[config.mk]
export PLATFORM = sky130hd
export DESIGN_NAME = flash_erase_seq_flat
export DESIGN_NICKNAME = d
export VERILOG_FILES = /design/src/rtl/flash_erase_seq_if.sv /design/src/rtl/flash_erase_seq.sv /design/src/flat_wrapper.sv
export SDC_FILE = /design/constraint.sdc
export NUM_CORES = 1
export LEC_CHECK = 0
export BUFFER_PORTS_ARGS = -buffer_cell sky130_fd_sc_hd__buf_2
export CORE_MARGIN = 4
export CORE_UTILIZATION = 60
export CTS_CLUSTER_SIZE = 30
export DETAILED_ROUTE_END_ITERATION = 12
export PLACE_DENSITY = 0.86
export SKIP_LAST_GASP = 1
export SLEW_MARGIN = 10
export SYNTH_ARGS = -nofsm -noshare
export SYNTH_HDL_FRONTEND = slang
export SYNTH_SLANG_ARGS = --single-unit
[constraint.sdc]
create_clock -name clk_i -period 5.85 [get_ports clk_i]
set_input_delay 0.585 -clock clk_i [delete_from_list [all_inputs] [get_ports clk_i]]
set_output_delay 0.585 -clock clk_i [all_outputs]
set_load 0.01 [all_outputs]
[src/rtl/flash_erase_seq_if.sv]
// Command/status and flash-datapath signals of the flash erase sequencer.
// Handshake: flash_req_o stays high with stable flash_addr_o/flash_op_o until the datapath answers
// with flash_done_i or flash_error_i in a cycle where flash_req_o is high; responses at other times are ignored.
interface flash_erase_seq_if #(
   parameter int AddrW = 10
);
   logic             start_i;
   logic             bank_i;
   logic [AddrW-1:0] addr_i;
   logic [7:0]       num_pages_i;
   logic             abort_i;
   logic             busy_o;
   logic             done_o;
   logic [1:0]       err_o;
   logic             aborted_o;
   logic [AddrW-1:0] fail_addr_o;
   logic             flash_req_o;
   logic [AddrW-1:0] flash_addr_o;
   logic             flash_op_o;
   logic             flash_done_i;
   logic             flash_error_i;

   modport slave (
      input  start_i, bank_i, addr_i, num_pages_i, abort_i, flash_done_i, flash_error_i,
      output busy_o, done_o, err_o, aborted_o, fail_addr_o, flash_req_o, flash_addr_o, flash_op_o
   );

   modport master (
      output start_i, bank_i, addr_i, num_pages_i, abort_i, flash_done_i, flash_error_i,
      input  busy_o, done_o, err_o, aborted_o, fail_addr_o, flash_req_o, flash_addr_o, flash_op_o
   );
endinterface

[src/rtl/flash_erase_seq.sv]
// Sequences page-range or whole-bank erase requests to the flash erase datapath,
// with range checking, per-operation timeout, abort after the in-flight page and error reporting.
module flash_erase_seq #(
   parameter int AddrW         = 10,
   parameter int WordsPerPage  = 4,
   parameter int PagesPerBank  = 128,
   parameter int TimeoutCycles = 1023
) (
   input  logic             clk_i,
   input  logic             rst_i,
   flash_erase_seq_if.slave bus,
   output logic [1:0]       dbg_state_o
);
   localparam int WordsBitWidth = $clog2(WordsPerPage);
   localparam int PagesBitWidth = $clog2(PagesPerBank);
   localparam int TimerW        = $clog2(TimeoutCycles + 1);
   localparam int PageW         = AddrW - WordsBitWidth;
   localparam int SumW          = ((PageW > 8) ? PageW : 8) + 1;

   localparam logic [AddrW-1:0]  PageMask  = ~AddrW'(WordsPerPage - 1);
   localparam logic [AddrW-1:0]  BankMask  = ~AddrW'((1 << (PagesBitWidth + WordsBitWidth)) - 1);
   localparam logic [AddrW-1:0]  PageStep  = AddrW'(WordsPerPage);
   localparam logic [SumW-1:0]   LastPage  = SumW'(2 * PagesPerBank - 1);
   localparam logic [TimerW-1:0] TimerLast = TimerW'(TimeoutCycles - 1);

   typedef enum logic [1:0] {IDLE, ISSUE, GAP, FIN} state_t;
   typedef enum logic [1:0] {ERR_OK, ERR_RANGE, ERR_FLASH, ERR_TIMEOUT} err_t;

   state_t            state_q, state_d;
   logic              op_q, op_d;
   logic [AddrW-1:0]  addr_q, addr_d;
   logic [8:0]        remaining_q, remaining_d;
   logic [TimerW-1:0] tmo_q, tmo_d;
   logic              abort_q, abort_d;
   err_t              err_q, err_d;
   logic              aborted_q, aborted_d;
   logic [AddrW-1:0]  fail_q, fail_d;
   logic              abort_now;
   logic [SumW-1:0]   range_end;

   assign range_end = SumW'(bus.addr_i[AddrW-1:WordsBitWidth]) + SumW'(bus.num_pages_i);

   always_ff @(posedge clk_i) begin
      if (rst_i) begin
         state_q     <= IDLE;
         op_q        <= 1'b0;
         addr_q      <= '0;
         remaining_q <= '0;
         tmo_q       <= '0;
         abort_q     <= 1'b0;
         err_q       <= ERR_OK;
         aborted_q   <= 1'b0;
         fail_q      <= '0;
      end else begin
         state_q     <= state_d;
         op_q        <= op_d;
         addr_q      <= addr_d;
         remaining_q <= remaining_d;
         tmo_q       <= tmo_d;
         abort_q     <= abort_d;
         err_q       <= err_d;
         aborted_q   <= aborted_d;
         fail_q      <= fail_d;
      end
   end

   always_comb begin
      state_d     = state_q;
      op_d        = op_q;
      addr_d      = addr_q;
      remaining_d = remaining_q;
      tmo_d       = tmo_q;
      abort_d     = abort_q;
      err_d       = err_q;
      aborted_d   = aborted_q;
      fail_d      = fail_q;
      abort_now   = 1'b0;
      case (state_q)
         IDLE: begin
            if (bus.start_i) begin
               err_d     = ERR_OK;
               aborted_d = 1'b0;
               fail_d    = '0;
               abort_d   = 1'b0;
               tmo_d     = '0;
               op_d      = bus.bank_i;
               if (bus.bank_i) begin
                  addr_d      = bus.addr_i & BankMask;
                  remaining_d = 9'd1;
                  state_d     = ISSUE;
               end else if (range_end > LastPage) begin
                  err_d   = ERR_RANGE;
                  fail_d  = bus.addr_i & PageMask;
                  state_d = FIN;
               end else begin
                  addr_d      = bus.addr_i & PageMask;
                  remaining_d = {1'b0, bus.num_pages_i} + 9'd1;
                  state_d     = ISSUE;
               end
            end
         end
         ISSUE: begin
            // An abort seen in this very cycle counts as pending for the completion decision.
            abort_now = abort_q | bus.abort_i;
            abort_d   = abort_now;
            tmo_d     = tmo_q + 1'b1;
            if (bus.flash_error_i) begin
               err_d     = ERR_FLASH;
               fail_d    = addr_q;
               aborted_d = abort_now;
               state_d   = FIN;
            end else if (bus.flash_done_i) begin
               if (remaining_q > 9'd1 && !abort_now) begin
                  remaining_d = remaining_q - 9'd1;
                  addr_d      = addr_q + PageStep;
                  state_d     = GAP;
               end else begin
                  aborted_d = abort_now;
                  state_d   = FIN;
               end
            end else if (tmo_q == TimerLast) begin
               // Counter reaches TimeoutCycles on this, the last permitted ISSUE cycle.
               err_d     = ERR_TIMEOUT;
               fail_d    = addr_q;
               aborted_d = abort_now;
               state_d   = FIN;
            end
         end
         GAP: begin
            if (abort_q || bus.abort_i) begin
               abort_d   = 1'b1;
               aborted_d = 1'b1;
               state_d   = FIN;
            end else begin
               tmo_d   = '0;
               state_d = ISSUE;
            end
         end
         FIN: state_d = IDLE;
         default: state_d = IDLE;
      endcase
   end

   assign bus.busy_o       = (state_q != IDLE);
   assign bus.done_o       = (state_q == FIN);
   assign bus.flash_req_o  = (state_q == ISSUE);
   assign bus.flash_addr_o = addr_q;
   assign bus.flash_op_o   = op_q;
   assign bus.err_o        = err_q;
   assign bus.aborted_o    = aborted_q;
   assign bus.fail_addr_o  = fail_q;
   assign dbg_state_o      = state_q;
endmodule

[src/flat_wrapper.sv]
// flat-port wrapper written by rule: the top's interface ports become plain ports
module flash_erase_seq_flat 
#(
   parameter int AddrW         = 10,
   parameter int WordsPerPage  = 4,
   parameter int PagesPerBank  = 128,
   parameter int TimeoutCycles = 1023
)
  (clk_i, rst_i, dbg_state_o, bus_start_i, bus_bank_i, bus_addr_i, bus_num_pages_i, bus_abort_i, bus_flash_done_i, bus_flash_error_i, bus_busy_o, bus_done_o, bus_err_o, bus_aborted_o, bus_fail_addr_o, bus_flash_req_o, bus_flash_addr_o, bus_flash_op_o);
  flash_erase_seq_if #(.AddrW(AddrW)) bus_i ();
  input  logic clk_i;
  input  logic rst_i;
  output logic [1:0] dbg_state_o;
  input wire logic [$bits(bus_i.start_i)-1:0] bus_start_i;
  input wire logic [$bits(bus_i.bank_i)-1:0] bus_bank_i;
  input wire logic [$bits(bus_i.addr_i)-1:0] bus_addr_i;
  input wire logic [$bits(bus_i.num_pages_i)-1:0] bus_num_pages_i;
  input wire logic [$bits(bus_i.abort_i)-1:0] bus_abort_i;
  input wire logic [$bits(bus_i.flash_done_i)-1:0] bus_flash_done_i;
  input wire logic [$bits(bus_i.flash_error_i)-1:0] bus_flash_error_i;
  output wire logic [$bits(bus_i.busy_o)-1:0] bus_busy_o;
  output wire logic [$bits(bus_i.done_o)-1:0] bus_done_o;
  output wire logic [$bits(bus_i.err_o)-1:0] bus_err_o;
  output wire logic [$bits(bus_i.aborted_o)-1:0] bus_aborted_o;
  output wire logic [$bits(bus_i.fail_addr_o)-1:0] bus_fail_addr_o;
  output wire logic [$bits(bus_i.flash_req_o)-1:0] bus_flash_req_o;
  output wire logic [$bits(bus_i.flash_addr_o)-1:0] bus_flash_addr_o;
  output wire logic [$bits(bus_i.flash_op_o)-1:0] bus_flash_op_o;
  assign bus_i.start_i = bus_start_i;
  assign bus_i.bank_i = bus_bank_i;
  assign bus_i.addr_i = bus_addr_i;
  assign bus_i.num_pages_i = bus_num_pages_i;
  assign bus_i.abort_i = bus_abort_i;
  assign bus_i.flash_done_i = bus_flash_done_i;
  assign bus_i.flash_error_i = bus_flash_error_i;
  assign bus_busy_o = bus_i.busy_o;
  assign bus_done_o = bus_i.done_o;
  assign bus_err_o = bus_i.err_o;
  assign bus_aborted_o = bus_i.aborted_o;
  assign bus_fail_addr_o = bus_i.fail_addr_o;
  assign bus_flash_req_o = bus_i.flash_req_o;
  assign bus_flash_addr_o = bus_i.flash_addr_o;
  assign bus_flash_op_o = bus_i.flash_op_o;
  flash_erase_seq #(.AddrW(AddrW), .WordsPerPage(WordsPerPage), .PagesPerBank(PagesPerBank), .TimeoutCycles(TimeoutCycles)) u_core (.clk_i(clk_i), .rst_i(rst_i), .bus(bus_i), .dbg_state_o(dbg_state_o));
endmodule
* Word-level counts from Yosys, hierarchy flattened
Cells that the tools add are included.
Operators by class: add/sub/neg operators 5, $lt $le $gt $ge 2, multipliers 0, shifts and indexed selects 0, bitwise gates (word level) 1, multiplexer cells 47, div/mod/pow operators 0, equal/unequal tests 15, reduce and logical (&&, ||, !) cells 14
Operator list (count):
- $mux W10 | 14
- $mux W9 | 6
- $pmux W10 S2 | 2
- $pmux W10 S3 | 1
- $mux W2 | 11
- $pmux W9 S2 | 1
- $add A10 B1 Y10 const B | 1
- $add A10 B3 Y10 const B | 1
- $eq A10 B10 Y1 const B | 1
- $add A8 B1 Y9 const B | 1
- $add A8 B8 Y9 | 1
- $gt A9 B1 Y1 const B | 1
- $gt A9 B8 Y1 const B | 1
- $sub A9 B1 Y9 const B | 1
- $mux W1 | 8
- $ne A2 B2 Y1 const B | 4
- $pmux W2 S4 | 1
- $ne A3 B3 Y1 const B | 2
- $pmux W1 S3 | 2
- $reduce_and A3 Y1 | 2
- $reduce_and A6 Y1 | 1
- $reduce_and A5 Y1 | 1
- $eq A2 B2 Y1 const B | 2
- $ne A2 B1 Y1 const B | 2
- other kinds (14) | 16
Storage, ports and cells: memory bits (read-only) 0, register bits 46, word-level logic and storage cells 93, latch bits 0, bits in writable memories 0, memories 0, input bits 25

* Longest topological paths before layout
depth after elaboration 7, depth in mapped cells 11

* Worst setup path before layout
OpenSTA, ideal clock, no wires.
path kind input port to flip-flop, start point input bus_num_pages_i[0], end point register u_core.fail_q[2], in the netlist u_core.bus.fail_addr_o[2], buffers on the path 0, arrival 2164 ps, stages 9, library setup time 86 ps, setup slack 3600 ps, cells stage by stage ha_1 > inv_1 > fa_1 > nand2b_1 > a21oi_1 > o221ai_1 > a21boi_1 > a22oi_1 > a211oi_1
On the way: longest elaborated chain between the ends 6
Ends and longest elaborated chain:
- from (decl) | RTL line flat_wrapper.sv:17 | input wire logic [$bits(bus_i.num_pages_i)-1:0] bus_num_pages_i;
- $add A8 B8 Y9 | RTL line flash_erase_seq.sv:41 | assign range_end = SumW'(bus.addr_i[AddrW-1:WordsBitWidth]) + SumW'(bus.num_pages_i);
- $gt A9 B8 Y1 | RTL line flash_erase_seq.sv:91 | end else if (range_end > LastPage) begin
- $mux W10 | RTL line flash_erase_seq.sv:91
- $mux W10 | RTL line flash_erase_seq.sv:87 | if (bus.bank_i) begin
- $mux W10 | RTL line flash_erase_seq.sv:80 | if (bus.start_i) begin
- $pmux W10 S2 | RTL line flash_erase_seq.sv:78 | case (state_q)
- to (signal assigned) | RTL line flash_erase_seq.sv:63 | fail_q <= fail_d;
- to (decl) | RTL line flash_erase_seq.sv:37 | logic [AddrW-1:0] fail_q, fail_d;
No other way between the ends. The select of a mux whose other input is x is not followed. A chain may end at the register's enable or synchronous reset.

* Worst setup path after layout
start point register u_core.state_q[1], in the netlist u_core.dbg_state_o[1], end point register u_core.addr_q[2], in the netlist u_core.bus.flash_addr_o[2]
On the way: longest elaborated chain between the ends 3
Ends and longest elaborated chain:
- from (decl) | RTL line flash_erase_seq.sv:29 | state_t state_q, state_d;
- from (signal assigned) | RTL line flash_erase_seq.sv:55 | state_q <= state_d;
- $eq A2 B1 Y1 / $logic_not A2 Y1 (equally long branches) | RTL line flash_erase_seq.sv:78
- $ne A2 B1 Y1 (no line), or another cell as far along
- $reduce_and A6 Y1 (no line)
- to (signal assigned) | RTL line flash_erase_seq.sv:57 | addr_q <= addr_d;
- to (decl) | RTL line flash_erase_seq.sv:31 | logic [AddrW-1:0] addr_q, addr_d;
Several ways; a longest one is shown, not always the timed one.

==> run metrics <==
status=completed; total number of vias=2584; clock skew=0.00601 ns; count of H-tree levels built during CTS=2; worst-margin pin slew=0.758 ns; postcts setup bufs=0; area taken by multi-input logic gates=approximately 1700 µm²; clock sink total=42; routability congestion estimate=0.851; root cell of the clock tree=sky130_fd_sc_hd__clkbuf_8; Sequential Area=841 µm²; Fill cells=347; Post-CTS Hold Fix Bufs=0; TNS Setup=0 ns; ratio of final minimum period to clock period=0.467; sort of element at the end of the critical path=register; reg2reg path depth=9; total of warnings raised by yosys=0; final hold violation count=0; effective utilization at floorplan=0.623; total wire length after detailed routing=roughly 6600 µm; Yosys top cell area share=0.308; final setup violating endpoints=0; count of flip-flops with a built-in enable after synthesis=0; slowest cell on the critical path=sky130_fd_sc_hd__or2_1; biggest area contributors in the synthesized netlist=sky130_fd_sc_hd__dfxtp_1 31%, sky130_fd_sc_hd__ha_1 8.2%, sky130_fd_sc_hd__nor2_1 6.0%; maximum operating frequency=0.366 GHz; clock buffers created by TritonCTS=5; post-synthesis to final-layout area growth=12.7%; top cell types by occurrence after synthesis=44 x sky130_fd_sc_hd__nor2_1, 42 x sky130_fd_sc_hd__dfxtp_1, 25 x sky130_fd_sc_hd__nand2_1, 19 x sky130_fd_sc_hd__nand3_1; summed instance area of the synthesized netlist=~2700 µm²; first-pass GRT wire length=10900 µm; number of antenna violations at the first check in global routing=0; critical path start-end classification=reg2reg; DRC errors left=0; crit-path cells=inv_1, ha_1, buf_4, nor3b_1, nand4_1, nand3_1, or2_1, a221oi_1, a211oi_2; Std-Cell Rows=24; worst hold path cell count=2; worst slack after detailed placement=2.96 ns; Die Y=around 75 µm; arrival time of the worst setup path=2.95 ns; most used standard cell by instance count after synthesis=sky130_fd_sc_hd__nor2_1; post-detail-place hpwl=approximately 4700 µm; final-report max-slew violation count=0; area enclosed by the die boundary=5700 µm²; synthesis-stage register bit count=42; shortest period the worst path allows=2.73 ns; Placeable Area=4380 µm²; DR WL/cell=15.5 µm; largest incremental delay on the critical path=0.62 ns; power density over cell area=506 nW/µm²; Max IR drop VDD=0.304 mV; IO Pins=54; Via density=6.08; worst path setup slack after routing=3.12 ns; data required time at the worst endpoint=6.07 ns; port bufs=47; via count of the first global-routing pass=2432; antenna fix cells=0; gr ovfl total=0; # resized after CTS=0; clock latency of the later-clocked register in the worst-skew pair=about 0.3 ns; largest net degree at the start of global routing=37; Rel. slew slack=0.494; core utilization of the finished layout=0.703; mean post-synth cell area=8.21 µm²; proportion of layout cells with a drive suffix above 1=0.193; peak fanout along the critical path=36; all-layer global routing usage=0.242; Die X=75.5 µm; count of maximum capacitance violations=0; number of placed instances, taps included=~420; clock tree buffer depth=2; count of different cell masters after synthesis=60; clock transition at the register clock pins on the worst setup and hold paths after CTS=0.09 ns; sequential share of the synthesized area=0.308; final net count=416; final std cells w/o fill=between 400 and 500; ys flop type=sky130_fd_sc_hd__dfxtp_1; drt first-iter violations=221; ys async rst share=0; clock tree from TritonCTS=built; Static Leak=1.27 nW; number of standard cells after synthesis=333; RSZ-0062 raised after global routing=false; count of antenna-violating nets left after detailed routing=0; cell taking the most area after synthesis=sky130_fd_sc_hd__dfxtp_1; Tightest Hold Check Type=reg2reg; first-pass iteration count of the detailed router=4; type of origin of the critical path=register
## through the flow
step	instance area [µm²]	hold WS [ns]	total power, mW
2_1_floorplan	2740	0.467	1.11
3_3_place_gp	2940	0.458	1.25
3_5_place_dp	2940	0.458	1.27
4_1_cts	3080	0.471	1.55
5_1_grt	3080	0.487	1.70
6_report	3080	0.467	1.56
## critical path, delay by kind of cell, from the launching register on
kind | cells | cell delay (ns)
compound gates | 2 | 0.36
simple gates | 4 | 1.25
fa+ha+maj | 1 | 0.17
flops | 1 | 0.38
buf+inv | 2 | 0.48
## cells by family after synthesis
logic type,synth area share
simple gates,0.243
compound gates,0.220
flops,0.308
buf+inv,0.0673
xor+xnor,0.0641
fa+ha+maj,0.0897
mux,0.00733
other cells,0.00137
## report_power, final
group          internal, mW  switching, mW  total [mW]
sequential            0.371         0.0908       0.462
combinational         0.317          0.500       0.817
clock                 0.171          0.109       0.280
total                 0.859          0.700        1.56
## layout by cell type, fill, tap and decap left out, types with 10 or more instances in the layout
cell type	Yosys	routed
sky130_fd_sc_hd__nor3_1	12	12
sky130_fd_sc_hd__ha_1	18	18
sky130_fd_sc_hd__a211oi_1	10	10
sky130_fd_sc_hd__nand2_1	25	25
sky130_fd_sc_hd__buf_2	3	47
sky130_fd_sc_hd__dfxtp_1	42	42
sky130_fd_sc_hd__xor2_1	10	10
sky130_fd_sc_hd__xnor2_1	10	10
sky130_fd_sc_hd__inv_1	18	18
sky130_fd_sc_hd__nor2_1	44	44
sky130_fd_sc_hd__nand3_1	19	19
## cell type report
type                    instances  area share
multi-input cells             256       0.558
flip-flops and latches         42       0.273
repair buffers                 49      0.0812
clock buffers                   5      0.0223
clock inverters                 3      0.0223
inverters                      18      0.0219
well taps                      52      0.0211
## worst paths after layout
path | startpoint | end | slack (ns)
min | u_core.bus.flash_op_o$_SDFFE_PP0P_ | u_core.bus.flash_op_o$_SDFFE_PP0P_ | 0.47
min reg2reg | u_core.bus.flash_op_o$_SDFFE_PP0P_ | u_core.bus.flash_op_o$_SDFFE_PP0P_ | 0.47
max | u_core.dbg_state_o[1]$_SDFFE_PP0P_ | u_core.bus.flash_addr_o[2]$_SDFFE_PP0P_ | 3.12
max reg2reg | u_core.dbg_state_o[1]$_SDFFE_PP0P_ | u_core.bus.flash_addr_o[2]$_SDFFE_PP0P_ | 3.12
## registers in the layout, indices dropped and copies added (netlist names)
register,flops
u_core.bus.flash_op_o,1
u_core.bus.flash_addr_o,8
u_core.tmo_q,10
u_core.abort_q,1
u_core.bus.fail_addr_o,8
u_core.dbg_state_o,2
u_core.bus.err_o,2
u_core.bus.aborted_o,1
u_core.remaining_q,9
## layer usage
layer,global-route usage,share of wire,up-vias,routed length [µm]
met1,0.314,0.42,1195,2800
met3,0.0462,0.079,8,519
met5,0,0,-,0
met2,0.404,0.49,105,3210
li1,-,-,1276,-
met4,0.0796,0.0096,0,63
No activity file was read; power rests on OpenSTA's default activity.
